<file path="src/rtl/ace_snoop_responder.sv">
// Snoop-channel responder: accepts one AC snoop, looks the line up in the local cache,
// answers on CR, streams the line on CD when data transfer is needed, then commits the state change.
module ace_snoop_responder #(
    parameter int AddrWidth = 32,
    parameter int DataWidth = 64,
    parameter int LineBytes = 32
) (
    input  logic                 clk_i,
    input  logic                 rst_i,
    input  logic                 ac_valid_i,
    output logic                 ac_ready_o,
    input  logic [AddrWidth-1:0] ac_addr_i,
    input  logic [3:0]           ac_snoop_i,
    output logic                 cr_valid_o,
    input  logic                 cr_ready_i,
    output logic [4:0]           cr_resp_o,
    output logic                 cd_valid_o,
    input  logic                 cd_ready_i,
    output logic [DataWidth-1:0] cd_data_o,
    output logic                 cd_last_o,
    output logic                 lookup_req_o,
    output logic [AddrWidth-1:0] lookup_addr_o,
    input  logic                 lookup_gnt_i,
    input  logic                 lookup_rvalid_i,
    input  logic                 lookup_hit_i,
    input  logic                 lookup_dirty_i,
    input  logic                 lookup_shared_i,
    output logic                 data_req_o,
    output logic [AddrWidth-1:0] data_addr_o,
    input  logic                 data_gnt_i,
    input  logic                 data_rvalid_i,
    input  logic [DataWidth-1:0] data_rdata_i,
    output logic                 upd_valid_o,
    output logic                 upd_op_o,
    output logic [AddrWidth-1:0] upd_addr_o,
    input  logic                 upd_ready_i
);
    localparam int BytesPerBeat = DataWidth / 8;
    localparam int Beats        = LineBytes / BytesPerBeat;
    localparam int OffW         = $clog2(LineBytes);
    localparam int BeatW        = (Beats > 1) ? $clog2(Beats) : 1;
    localparam int ReqW         = $clog2(Beats + 1);
    localparam logic [AddrWidth-1:0] LineMask  = {AddrWidth{1'b1}} << OffW;
    localparam logic [BeatW-1:0]     LastBeat  = BeatW'(Beats - 1);
    localparam logic [ReqW-1:0]      BeatsReq  = ReqW'(Beats);

    typedef enum logic [2:0] {S_IDLE, S_LOOKUP, S_WAIT, S_RESP, S_UPDATE} state_t;

    state_t               state_q, state_d;
    logic                 ac_ready_q, ac_ready_d;
    logic [AddrWidth-1:0] addr_q, addr_d;
    logic [3:0]           snoop_q, snoop_d;
    logic                 lookup_req_q, lookup_req_d;
    logic                 cr_valid_q, cr_valid_d;
    logic                 cr_done_q, cr_done_d;
    logic [4:0]           resp_q, resp_d;
    logic                 dt_q, dt_d;
    logic                 upd_en_q, upd_en_d;
    logic                 upd_op_q, upd_op_d;
    logic                 upd_valid_q, upd_valid_d;
    logic [ReqW-1:0]      req_cnt_q, req_cnt_d;
    logic                 rd_out_q, rd_out_d;
    logic                 buf_valid_q, buf_valid_d;
    logic [DataWidth-1:0] buf_data_q, buf_data_d;
    logic [BeatW-1:0]     beat_q, beat_d;
    logic                 cd_done_q, cd_done_d;

    logic       dec_ok, dec_dt, dec_is, dec_pd, dec_upd, dec_op;
    logic [4:0] dec_resp;
    logic       dec_upd_en;

    always_comb begin
        dec_ok  = 1'b1;
        dec_dt  = 1'b0;
        dec_is  = 1'b0;
        dec_pd  = 1'b0;
        dec_upd = 1'b0;
        dec_op  = 1'b0;
        case (snoop_q)
            4'b0000: begin dec_dt = 1'b1; dec_is = 1'b1; end
            4'b0001, 4'b0010, 4'b0011: begin
                dec_dt = 1'b1; dec_is = 1'b1; dec_pd = lookup_dirty_i; dec_upd = 1'b1;
            end
            4'b0111: begin dec_dt = 1'b1; dec_pd = lookup_dirty_i; dec_upd = 1'b1; dec_op = 1'b1; end
            4'b1000: begin
                dec_dt = lookup_dirty_i; dec_pd = lookup_dirty_i; dec_is = 1'b1; dec_upd = lookup_dirty_i;
            end
            4'b1001: begin
                dec_dt = lookup_dirty_i; dec_pd = lookup_dirty_i; dec_upd = 1'b1; dec_op = 1'b1;
            end
            4'b1101: begin dec_upd = 1'b1; dec_op = 1'b1; end
            default: dec_ok = 1'b0;
        endcase
        // A miss or an unsupported snoop answers all-zero and leaves the line alone.
        dec_resp   = (lookup_hit_i && dec_ok) ?
                     {!lookup_shared_i, dec_is, dec_pd, 1'b0, dec_dt} : 5'b00000;
        dec_upd_en = lookup_hit_i && dec_ok && dec_upd;
    end

    logic cd_hs, cd_last, cr_hs, cr_ok, cd_ok;

    always_comb begin
        data_req_o = (state_q == S_RESP) && dt_q && !rd_out_q && !buf_valid_q && (req_cnt_q < BeatsReq);
        cd_hs      = buf_valid_q && cd_ready_i;
        cd_last    = buf_valid_q && (beat_q == LastBeat);
        cr_hs      = cr_valid_q && cr_ready_i;
        cr_ok      = cr_done_q || cr_hs;
        cd_ok      = !dt_q || cd_done_q || (cd_hs && cd_last);
    end

    always_comb begin
        state_d      = state_q;
        addr_d       = addr_q;
        snoop_d      = snoop_q;
        lookup_req_d = lookup_req_q;
        cr_valid_d   = cr_valid_q;
        cr_done_d    = cr_done_q;
        resp_d       = resp_q;
        dt_d         = dt_q;
        upd_en_d     = upd_en_q;
        upd_op_d     = upd_op_q;
        upd_valid_d  = upd_valid_q;
        req_cnt_d    = req_cnt_q;
        rd_out_d     = rd_out_q;
        buf_valid_d  = buf_valid_q;
        buf_data_d   = buf_data_q;
        beat_d       = beat_q;
        cd_done_d    = cd_done_q;
        case (state_q)
            S_IDLE: begin
                if (ac_valid_i && ac_ready_q) begin
                    addr_d       = ac_addr_i & LineMask;
                    snoop_d      = ac_snoop_i;
                    lookup_req_d = 1'b1;
                    state_d      = S_LOOKUP;
                end
            end
            S_LOOKUP: begin
                if (lookup_gnt_i) begin
                    lookup_req_d = 1'b0;
                    state_d      = S_WAIT;
                end
            end
            S_WAIT: begin
                if (lookup_rvalid_i) begin
                    resp_d     = dec_resp;
                    dt_d       = dec_resp[0];
                    upd_en_d   = dec_upd_en;
                    upd_op_d   = dec_op;
                    cr_valid_d = 1'b1;
                    cr_done_d  = 1'b0;
                    req_cnt_d  = '0;
                    beat_d     = '0;
                    cd_done_d  = 1'b0;
                    state_d    = S_RESP;
                end
            end
            S_RESP: begin
                if (data_req_o && data_gnt_i) begin
                    rd_out_d  = 1'b1;
                    req_cnt_d = req_cnt_q + 1'b1;
                end
                if (rd_out_q && data_rvalid_i) begin
                    rd_out_d    = 1'b0;
                    buf_valid_d = 1'b1;
                    buf_data_d  = data_rdata_i;
                end
                if (cd_hs) begin
                    buf_valid_d = 1'b0;
                    if (cd_last) cd_done_d = 1'b1;
                    else         beat_d    = beat_q + 1'b1;
                end
                if (cr_hs) begin
                    cr_valid_d = 1'b0;
                    cr_done_d  = 1'b1;
                end
                // The state update only follows the last data beat, so the line is read before it is dropped.
                if (cr_ok && cd_ok) begin
                    if (upd_en_q) begin
                        upd_valid_d = 1'b1;
                        state_d     = S_UPDATE;
                    end else begin
                        state_d = S_IDLE;
                    end
                end
            end
            S_UPDATE: begin
                if (upd_ready_i) begin
                    upd_valid_d = 1'b0;
                    state_d     = S_IDLE;
                end
            end
            default: state_d = S_IDLE;
        endcase
        ac_ready_d = (state_d == S_IDLE);
    end

    always_ff @(posedge clk_i) begin
        if (rst_i) begin
            state_q      <= S_IDLE;
            ac_ready_q   <= 1'b0;
            addr_q       <= '0;
            snoop_q      <= '0;
            lookup_req_q <= 1'b0;
            cr_valid_q   <= 1'b0;
            cr_done_q    <= 1'b0;
            resp_q       <= '0;
            dt_q         <= 1'b0;
            upd_en_q     <= 1'b0;
            upd_op_q     <= 1'b0;
            upd_valid_q  <= 1'b0;
            req_cnt_q    <= '0;
            rd_out_q     <= 1'b0;
            buf_valid_q  <= 1'b0;
            buf_data_q   <= '0;
            beat_q       <= '0;
            cd_done_q    <= 1'b0;
        end else begin
            state_q      <= state_d;
            ac_ready_q   <= ac_ready_d;
            addr_q       <= addr_d;
            snoop_q      <= snoop_d;
            lookup_req_q <= lookup_req_d;
            cr_valid_q   <= cr_valid_d;
            cr_done_q    <= cr_done_d;
            resp_q       <= resp_d;
            dt_q         <= dt_d;
            upd_en_q     <= upd_en_d;
            upd_op_q     <= upd_op_d;
            upd_valid_q  <= upd_valid_d;
            req_cnt_q    <= req_cnt_d;
            rd_out_q     <= rd_out_d;
            buf_valid_q  <= buf_valid_d;
            buf_data_q   <= buf_data_d;
            beat_q       <= beat_d;
            cd_done_q    <= cd_done_d;
        end
    end

    assign ac_ready_o    = ac_ready_q;
    assign cr_valid_o    = cr_valid_q;
    assign cr_resp_o     = resp_q;
    assign cd_valid_o    = buf_valid_q;
    assign cd_data_o     = buf_data_q;
    assign cd_last_o     = cd_last;
    assign lookup_req_o  = lookup_req_q;
    assign lookup_addr_o = addr_q;
    assign data_addr_o   = addr_q + AddrWidth'(req_cnt_q) * AddrWidth'(BytesPerBeat);
    assign upd_valid_o   = upd_valid_q;
    assign upd_op_o      = upd_op_q;
    assign upd_addr_o    = addr_q;

endmodule
</file>
<file path="config.mk">
export PLATFORM = sky130hd
export DESIGN_NAME = ace_snoop_responder
export DESIGN_NICKNAME = d
export VERILOG_FILES = /design/src/rtl/ace_snoop_responder.sv
export SDC_FILE = /design/constraint.sdc
export NUM_CORES = 1
export LEC_CHECK = 0
export BUFFER_PORTS_ARGS = -buffer_cell sky130_fd_sc_hd__clkbuf_2
export CORE_MARGIN = 2
export CORE_UTILIZATION = 45
export CTS_CLUSTER_DIAMETER = 50
export DETAILED_ROUTE_END_ITERATION = 16
export PLACE_DENSITY_LB_ADDON = 0.12
export SLEW_MARGIN = 20
export SYNTH_ARGS = -nofsm -noshare
export SYNTH_HDL_FRONTEND = slang
export SYNTH_SLANG_ARGS = --single-unit
</file>
<file path="constraint.sdc">
create_clock -name clk_i -period 2.4 [get_ports clk_i]
set_input_delay 0.36 -clock clk_i [delete_from_list [all_inputs] [get_ports clk_i]]
set_output_delay 0.36 -clock clk_i [all_outputs]
set_load 0.01 [all_outputs]
</file>
==> results.sh <==
export IMPL_period_minus_slack_ps=2300
export IMPL_drtPass1Iterations=4
export IMPL_synth_seq_area_share_pct=44.4
export IMPL_cp_slowest_cell="dfxtp_4"
export IMPL_die_h_um=112
export IMPL_r2r_start="state_q[1]"
export IMPL_grt_pass1_wl_mm=22.4
export IMPL_yosysWarnings=0
export IMPL_synth_adder_area_share_pct=0.948
export IMPL_setup_viol=0
export IMPL_worst_path_max_fanout=6
export IMPL_dpl_hpwl_mm=10.5
export IMPL_max_cap_violations=0
export IMPL_drive_above_1_share_pct=39.1
export IMPL_hold_buffers=0
export IMPL_row_count=39
export IMPL_leakagePower_nw=3.20
export IMPL_clock_sinks=117
export IMPL_overflow=0
export IMPL_r2r_cells=5
export IMPL_rsz0062_at_grt="yes"
export IMPL_synth_cell_types=55
export IMPL_critPathKind="reg -> out"
export IMPL_grt_usage_pct=22.0
export IMPL_max_freq_mhz=435
export IMPL_final_cell_mix="clkbuf_2, nand2_1, dfxtp_1"
export IMPL_min_from="ac_addr_i[14]"
export IMPL_insertion_delay_ps=400
export IMPL_synth_edf_count=0
export IMPL_placed_cell_area_um2=6400
export IMPL_reg2reg_slack_ps=600
export IMPL_finalHoldViolCount=0
export IMPL_route_antenna_remaining_nets=0
export IMPL_mostFrequentLayoutCell="clkbuf_2"
export IMPL_synth_top_area_cell="dfxtp_1"
export IMPL_worstPathRequired_ps=2040
export IMPL_insertedDiodeCount=0
export IMPL_grt_start_max_net_pins=53
export IMPL_dieArea_um2=12600
export IMPL_vias=5139
export IMPL_ios=286
export IMPL_synth_compound_area_share_pct=14.0
export IMPL_tightest_slew_ps=591
export IMPL_layoutNonFillerInstCount=1045
export IMPL_synth_simple_area_share_pct=24.4
export IMPL_vias_per_cell=4.92
export IMPL_clkTransAtPathRegs_ps=50
export IMPL_numPlacedInstances=1007
export IMPL_ys_seq_elements=117
export IMPL_core_um2=11400
export IMPL_whs_path_depth=3
export IMPL_fp_dieW_um=112
export IMPL_synth_xor_area_share_pct=4.15
export IMPL_final_area_um2=7170
export IMPL_synth_cells=657
export IMPL_drt_drc_violations_left=0
export IMPL_cts_root_buf="clkbuf_16"
export IMPL_cts_buffers=17
export IMPL_synth_avg_cell_area_um2=8.03
export IMPL_outcome="complete, no violations"
export IMPL_end_kind="output port"
export IMPL_start_util_pct=46.2
export IMPL_grt_pass1_vias=4823
export IMPL_synth_area_um2=5280
export IMPL_relSlewSlack_pct=60.6
export IMPL_worstPathArrival_ps=1940
export IMPL_power_density_nw_per_um2=724
export IMPL_hold_path_class="in -> reg"
export IMPL_place_gp_congestion=0.830
export IMPL_drt_wirelength_per_cell_um=13.7
export IMPL_slowest_delay_ps=360
export IMPL_synth_area_leaders="dfxtp_1, nand2_1, a21oi_1"
export IMPL_synthMuxAreaShare_pct=0.806
export IMPL_antenna_found_initial=0
export IMPL_slew_viol_final=0
export IMPL_fin_crit_sh_pct=95.8
export IMPL_h_tree_depth=4
export IMPL_cts_max_path_buffers=2
export IMPL_synth_top_area_share_pct=44.4
export IMPL_cts_tree="done"
export IMPL_portBuffers=266
export IMPL_r2r_end="cd_data_o[53]"
export IMPL_clock_skew_final_ps=6.44
export IMPL_worstSetupStartpointType="flip-flop"
export IMPL_routed_wl_mm=14.3
export IMPL_area_growth_pct=35.8
export IMPL_synth_ff_type="dfxtp_1"
export IMPL_peakVddDrop_mv=0.502
export IMPL_final_net_count=1006
export IMPL_holdPathEnd="lookup_addr_o[14]"
export IMPL_synth_top_family_by_area="simple AND/OR/NAND/NOR gates"
export IMPL_drt_iter0_drc=287
export IMPL_worstPathCellList="ha_4 -> nand4_1 -> nor4_4 -> buf_4 -> and2b_1 -> xnor2_1 -> clkbuf_2"
export IMPL_async_flop_share_pct=0
## report_power, final
part	leakage [nW]	internal [W]	switching, W
clock network	0.306	0.00184	0.000836
logic	1.94	0.000202	0.000253
registers	0.952	0.00199	0.0000661
## cell usage after synthesis (all sizes together) (3+ instances only)
cell and instances:
dfxtp 117, a21oi 108, xnor2 18, and2 4, ha 4, clkbuf 17, nor2 18, nand4 9
nand3 14, nor3 7, nor4 3, nand2 212, o21ai 5, inv 5, o211ai 3, buf 68
xor2 7
## through the flow
stage / hold WS (ps) / TNS, ps / util (%) / total power [W] / worst slack, ps
finish: 172 / 0 / 62.8 / 0.00519 / 102
global route: 167 / -70.6 / 62.8 / 0.00540 / -64.9
CTS: 148 / 0 / 62.4 / 0.00526 / 0.429
detailed placement: 446 / 0 / 56.0 / 0.00255 / 186
global placement: 442 / 0 / 56.0 / 0.00254 / 225
floorplan: 428 / 0 / - / 0.00236 / 337
## per-layer routing
metal	track usage [%]	share of wire, %	routed length (um)	vias to the layer above
li1	-	-	-	2585
met1	24.7	40	5720	2340
met2	38.1	51	7310	196
met3	7.88	6.8	975	18
met4	8.70	1.9	269	0
met5	0	0	0	-
## timing repair
item,in CTS,in global routing
resized for setup,13,14
endpoints found under the setup margin,18,15
pin swaps,2,8
setup buffers,3,3
endpoints found under the hold margin,0,0
## critical path: cells and delay by family (launching register included)
family        cells  cell delay [ps]
buf+inv           2              340
xor+xnor          1              110
simple gates      3              570
fa+ha+maj         1              160
flops             1              360
## worst max path at each step
stage,start,end,slack (ps)
2_1_floorplan,lookup_addr_o[5],data_addr_o[19],340
3_3_place_gp,req_cnt_q[2],data_addr_o[19],220
3_5_place_dp,req_cnt_q[2],data_addr_o[17],190
4_1_cts,req_cnt_q[2],data_addr_o[27],0.4
5_1_grt,lookup_addr_o[19],data_addr_o[27],-60
6_report,req_cnt_q[2],data_addr_o[24],100
## state kept, by name, indices dropped and copies added, names as in the netlist
name / flops
cd_data_o: 64
lookup_addr_o: 27
cr_resp_o: 4
snoop_q: 4
req_cnt_q: 3
state_q: 3
beat_q: 2
ac_ready_o: 1
cd_done_q: 1
cd_valid_o: 1
cr_done_q: 1
cr_valid_o: 1
lookup_req_o: 1
rd_out_q: 1
upd_en_q: 1
upd_op_o: 1
upd_valid_o: 1
## kinds of logic after synthesis
family / count (synthesis)
simple gates: 287
buf+inv: 90
flops: 117
mux: 4
fa+ha+maj: 4
compound gates: 129
xor+xnor: 25
other cells: 1
## final cells by class
type | count | area (um2)
multi-input cells | 463 | 2450
clock inverters | 8 | 145
well taps | 143 | 179
inverters | 5 | 18.8
fillers | 1033 | 4250
clock buffers | 24 | 492
repair buffers | 285 | 1510
flip-flops and latches | 117 | 2370
Power figures use the tool's default switching activity.
